**src/rtl/rv32i_lsu.sv**
```systemverilog
// RV32I load/store unit: one bus transaction per core request, with byte-lane
// formatting, misalignment detection and a bounded wait for bus acknowledge.
module rv32i_lsu #(
  parameter int TIMEOUT = 16
) (
  input  logic        i_Clk,
  input  logic        i_Rst,
  input  logic        i_fRead,
  input  logic        i_fWrite,
  input  logic [1:0]  i_Size,
  input  logic        i_fSignEx,
  input  logic [31:0] i_Addr,
  input  logic [31:0] i_Data,
  output logic [31:0] o_Data,
  output logic        o_fStall,
  output logic        o_fMisalign,
  output logic        o_fBusErr,
  output logic        o_BusReq,
  output logic        o_BusWE,
  output logic [29:0] o_BusAddr,
  output logic [3:0]  o_BusBE,
  output logic [31:0] o_BusWData,
  input  logic        i_BusAck,
  input  logic [31:0] i_BusRData
);

  localparam int CW = (TIMEOUT > 1) ? $clog2(TIMEOUT) : 1;

  typedef enum logic [1:0] {
    ST_IDLE,
    ST_BUSY,
    ST_DONE
  } state_t;

  state_t          state_q;
  logic [CW-1:0]   cnt_q;
  logic [1:0]      off_q;
  logic [1:0]      size_q;
  logic            sgn_q;
  logic            we_q;
  logic            req_q;
  logic            err_q;
  logic [29:0]     addr_q;
  logic [3:0]      be_q;
  logic [31:0]     wdata_q;
  logic [31:0]     rdata_q;

  logic            req_in;
  logic            mis_in;
  logic            accept;
  logic [3:0]      be_d;
  logic [31:0]     wdata_d;
  logic [31:0]     rdata_d;

  function automatic logic misaligned(input logic [1:0] size, input logic [1:0] off);
    logic m;
    case (size)
      2'b00:   m = 1'b0;
      2'b01:   m = off[0];
      2'b10:   m = (off != 2'b00);
      default: m = 1'b1;
    endcase
    return m;
  endfunction

  function automatic logic [3:0] byte_en(input logic [1:0] size, input logic [1:0] off);
    logic [3:0] be;
    case (size)
      2'b00:   be = 4'b0001 << off;
      2'b01:   be = 4'b0011 << off;
      default: be = 4'b1111;
    endcase
    return be;
  endfunction

  function automatic logic [31:0] store_lanes(input logic [1:0] size, input logic [31:0] d);
    logic [31:0] w;
    case (size)
      2'b00:   w = {4{d[7:0]}};
      2'b01:   w = {2{d[15:0]}};
      default: w = d;
    endcase
    return w;
  endfunction

  // Shift the addressed lane down to bit 0, then extend to 32 bits.
  function automatic logic [31:0] load_format(input logic [1:0] size, input logic [1:0] off,
                                              input logic sgn, input logic [31:0] rdata);
    logic [31:0] s;
    logic [31:0] r;
    s = rdata >> {off, 3'b000};
    case (size)
      2'b00:   r = {{24{sgn & s[7]}}, s[7:0]};
      2'b01:   r = {{16{sgn & s[15]}}, s[15:0]};
      default: r = s;
    endcase
    return r;
  endfunction

  assign req_in  = i_fRead | i_fWrite;
  assign mis_in  = misaligned(i_Size, i_Addr[1:0]);
  assign accept  = (state_q == ST_IDLE) && req_in && !mis_in;
  assign be_d    = byte_en(i_Size, i_Addr[1:0]);
  assign wdata_d = store_lanes(i_Size, i_Data);
  assign rdata_d = load_format(size_q, off_q, sgn_q, i_BusRData);

  assign o_fMisalign = (state_q == ST_IDLE) && req_in && mis_in;
  assign o_fStall    = accept || (state_q == ST_BUSY);
  assign o_BusReq    = req_q;
  assign o_BusWE     = we_q;
  assign o_BusAddr   = addr_q;
  assign o_BusBE     = be_q;
  assign o_BusWData  = wdata_q;
  assign o_Data      = rdata_q;
  assign o_fBusErr   = err_q;

  always_ff @(posedge i_Clk or negedge i_Rst) begin
    if (!i_Rst) begin
      state_q <= ST_IDLE;
      cnt_q   <= '0;
      off_q   <= 2'b00;
      size_q  <= 2'b00;
      sgn_q   <= 1'b0;
      we_q    <= 1'b0;
      req_q   <= 1'b0;
      err_q   <= 1'b0;
      addr_q  <= '0;
      be_q    <= 4'b0000;
      wdata_q <= '0;
      rdata_q <= '0;
    end else begin
      case (state_q)
        ST_IDLE: begin
          if (accept) begin
            state_q <= ST_BUSY;
            cnt_q   <= '0;
            off_q   <= i_Addr[1:0];
            size_q  <= i_Size;
            sgn_q   <= i_fSignEx;
            we_q    <= i_fWrite;
            addr_q  <= i_Addr[31:2];
            be_q    <= be_d;
            wdata_q <= wdata_d;
            req_q   <= 1'b1;
          end
        end
        ST_BUSY: begin
          // An ack on the final counted cycle still completes normally.
          if (i_BusAck) begin
            state_q <= ST_DONE;
            req_q   <= 1'b0;
            if (!we_q) begin
              rdata_q <= rdata_d;
            end
          end else if (cnt_q == CW'(TIMEOUT - 1)) begin
            state_q <= ST_DONE;
            req_q   <= 1'b0;
            rdata_q <= '0;
            err_q   <= 1'b1;
          end else begin
            cnt_q <= cnt_q + 1'b1;
          end
        end
        ST_DONE: begin
          state_q <= ST_IDLE;
          err_q   <= 1'b0;
        end
        default: begin
          state_q <= ST_IDLE;
          req_q   <= 1'b0;
          err_q   <= 1'b0;
        end
      endcase
    end
  end

endmodule

```
**config.mk**
```make
export PLATFORM = sky130hd
export DESIGN_NAME = rv32i_lsu
export DESIGN_NICKNAME = d
export VERILOG_FILES = /design/src/rtl/rv32i_lsu.sv
export SDC_FILE = /design/constraint.sdc
export NUM_CORES = 1
export LEC_CHECK = 0
export CAP_MARGIN = 10
export CORE_MARGIN = 2
export CORE_UTILIZATION = 47
export CTS_BUF_LIST = sky130_fd_sc_hd__clkbuf_4 sky130_fd_sc_hd__clkbuf_8 sky130_fd_sc_hd__clkbuf_16
export CTS_CLUSTER_DIAMETER = 80
export DETAILED_ROUTE_END_ITERATION = 6
export PLACE_DENSITY = 0.95
export REMOVE_ABC_BUFFERS = 1
export SYNTH_ARGS = -nofsm -noshare
export SYNTH_HDL_FRONTEND = slang
export SYNTH_SLANG_ARGS = --single-unit
```
**constraint.sdc**
```tcl
create_clock -name i_Clk -period 4.15 [get_ports i_Clk]
set_input_delay 0.415 -clock i_Clk [delete_from_list [all_inputs] [get_ports i_Clk]]
set_output_delay 0.415 -clock i_Clk [all_outputs]
set_load 0.01 [all_outputs]
```
==> summary.md <==
| Metric | Value |
|---|---|
| Worst setup EP type | primary output |
| Multi-input gate area | 2240 um^2 |
| Worst r2r dst | o_Data[24] |
| Setup violations, final | 0 |
| Status | finished, final reports clean |
| Crit share post-route | between 60% and 70% |
| Via total after detailed routing | around 4400 |
| Crit Reg-Reg Startpoint | off_q[1] |
| Layout cells sized above 1 | a little over an eighth |
| Max cap viols | 0 |
| Seq cells post-synth | between 100 and 150 |
| Mapped Cells | approximately 460 |
| Clock buffer depth | 2 |
| First-pass GRT wire length | 23200 um |
| Layout fillers | between 700 and 800 |
| CTS Sinks | between 100 and 150 |
| Pwr per Cell Area | 644 nW/um^2 |
| DIE AREA | about 12000 um^2 |
| Crit path max fanout | 5 |
| Nets@finish | 759 |
| Top-count cell post-synth | dfrtp_1 |
| Synth top area share | about 54% |
| Layout area overhead | 45.5% |
| Initial antenna violation count | 0 |
| I/O Buffers | 206 |
| Synth cell count leaders | 112 x dfrtp_1, 60 x o21ai_0, 55 x nand2_1 |
| CP Data Arrival Time | roughly 2300 ps |
| Required time of the critical path | between 3000 and 4000 ps |
| HPWL after detailed placement | 10600 um |
| FP Rows | 38 |
| Max-slew violations | 0 |
| Post-synth EDFFs | 0 |
| Mux share of post-synthesis cell area | between 10% and 20% |
| Finished Core Util | approximately 70% |
| Root Buffer | clkbuf_8 |
| Normalized max-slew margin | between 30% and 40% |
| Post-Synth Adder-Cell Area | less than 1% |
| Clk Latency, worst-skew pair | 390 ps |
| Synth Area in Compound Gates | approximately an eighth |
| Final total power | about 0.0049 W |
| Synth top area cells | dfrtp_1 54%, mux2_2 11%, mux2i_1 7.7% |
| Synth area leader | dfrtp_1 |
| 1st-iter DRT viols | roughly 300 |
| Via/cell ratio | roughly 5.6 |
| Leakage | between 3 and 4 nW |
| Tightest Hold Check Type | input port to asynchronous set/reset pin |
| RSZ-0062 raised after global routing | no |
| Critical path launch point type | flop |
| Average size of a mapped cell | 11.2 um^2 |
| Pin slew with the least headroom to its limit | a little over 1000 ps |
| FF-to-FF setup slack | 2030 ps |
| Die Ht | approximately 110 um |
| Sequential area share after synthesis | a little over half |
| Synth cell types | 45 |
| Post-CTS Resized | 0 |
| DRC Markers | 0 |
| Core ar. | around 11000 um^2 |
| Max frequency | between 300 and 400 MHz |
| Largest family of logic cells by synthesized area | multiplexers |
| Routed Antenna Nets | 0 |
| Number of failing hold endpoints at the final stage | 0 |
| Tmin final | around 2700 ps |
| Post-Synth XOR/XNOR Area | less than 1% |
| Antenna diodes | 0 |
| Post-CTS Hold Fix Bufs | 0 |
| Detailed Routing Iterations Pass 1 | 4 |
| Initial core utilization | 48.1% |
| Vias in the first global route | 4700 |
| Netlist Area Pre-Place | approximately 5200 um^2 |
| Asr flop ratio synth | 100% |
| CTS tree | built |
| Reg2Reg Depth | 6 |
| Top_reg_cell synth | dfrtp_1 |
| WHS | between 150 and 200 ps |
| DRT Wirelength | 14800 um |
| GRT Util Overall | between 20% and 30% |
| Crit Path Class | flop to primary output |
| Synth Area in Simple Gates | under 10% |
| DIE WIDTH | ~110 um |
| H-tree Lvls | 3 |
| TritonCTS buffer count | 9 |
| Max VDD drop | 0.442 mV |
| # IOs | ~210 |
| Largest net degree at the start of global routing | approximately 100 |
| Clock Pin Slew Worst Setup and Hold Paths | ~100 ps |
| Synth Warn # | 0 |
| Setup bufs post-CTS | 0 |
| Reg area | between 2000 and 3000 um^2 |
| Clk_skew | between 10 and 15 ps |
| DR WL/cell | roughly 19 um |
| Grt ovf | 0 |
| Placer Congestion | 0.848 |
-- logic make-up (layout without fill, tap and decap cells) --
family / count (synthesis) / in the layout
DFF: 112 / 112
and+or+nand+nor: 108 / 108
adders and majority gates: 1 / 1
AOI/OAI and AO/OA: 106 / 106
xor gates and xnor gates: 2 / 2
muxes: 95 / 95
buffers and inverters: 40 / 235
-- layout make-up --
| class | instances | share of cell area (%) |
|---|---|---|
| multi-input cells | 312 | 29.5 |
| inverters | 4 | 0.198 |
| repair buffers | 215 | 28.3 |
| clock buffers | 10 | 1.81 |
| well taps | 140 | 2.31 |
| clock inverters | 6 | 0.874 |
| flip-flops and latches | 112 | 37.0 |
-- stage by stage --
| step | cell area (um^2) | TNS, ps | std cells | setup slack (ps) |
|---|---|---|---|---|
| final | 7580 | 0 | 799 | 1480 |
| after global routing | 7580 | 0 | 799 | 1260 |
| after CTS | 7560 | 0 | 798 | 1450 |
| after detailed placement | 7350 | 0 | 782 | 1380 |
| after global placement | 7350 | 0 | 782 | 1460 |
| after floorplan | 5040 | -83900 | 428 | -1300 |
-- worst max-delay path, stage by stage, from the launching register on --
cell and delay [ps]:
dfrtp_1 430, nor2_1 340, o21ai_0 290, nor3_1 240, clkdlybuf4s50_1 570
-- cell usage in the layout, fill, tap and decap left out, drive strengths merged, types with 2 or more instances in the layout --
master,n
nand2b,2
clkbuf,10
nand3b,7
mux2i,40
a221o,8
and3,2
o31ai,2
o211ai,3
o21ai,61
a21oi,18
a211o,8
nor3,3
nor2,26
clkinv,4
buf,10
inv,5
clkdlybuf4s50,205
dfrtp,112
o311ai,2
nand3,3
nand2,55
mux2,54
-- registers in the layout (all words and copies together) (netlist names) --
register and cells:
o_BusWData 32, o_Data 32, o_BusAddr 30, cnt_q 4, o_BusBE 4, off_q 2, size_q 2, state_q 2
o_BusReq 1, o_BusWE 1, o_fBusErr 1, sgn_q 1
-- power breakdown --
group	switching [W]	internal [W]	total [W]
logic	0.00102	0.00134	0.00236
registers	0.000290	0.00156	0.00185
clock network	0.000376	0.000298	0.000675
total	0.00169	0.00320	0.00489
-- worst max-delay path by stage --
stage / from / endpoint / slack, ps / cells past startpoint
global placement: i_Addr[0] / o_BusWData[1] / 1460 / 5
finish: state_q[1] / o_fMisalign / 1480 / 4
CTS: state_q[1] / o_fMisalign / 1450 / 4
floorplan: i_Addr[0] / o_fStall / -1300 / 3
detailed placement: i_Addr[0] / o_BusAddr[18] / 1380 / 5
global route: state_q[1] / o_fMisalign / 1260 / 4
-- per-layer routing --
layer  part of all wire (%)  track usage (%)  up-vias  wire [um]
li1                       -                -     2024          -
met2                     51             44.9      230       7570
met4                    2.9             10.8        0        432
met3                     10             8.95       35       1520
met5                      0                0        -          0
met1                     36             28.1     2155       5300
(Power assumes the default switching activity.)
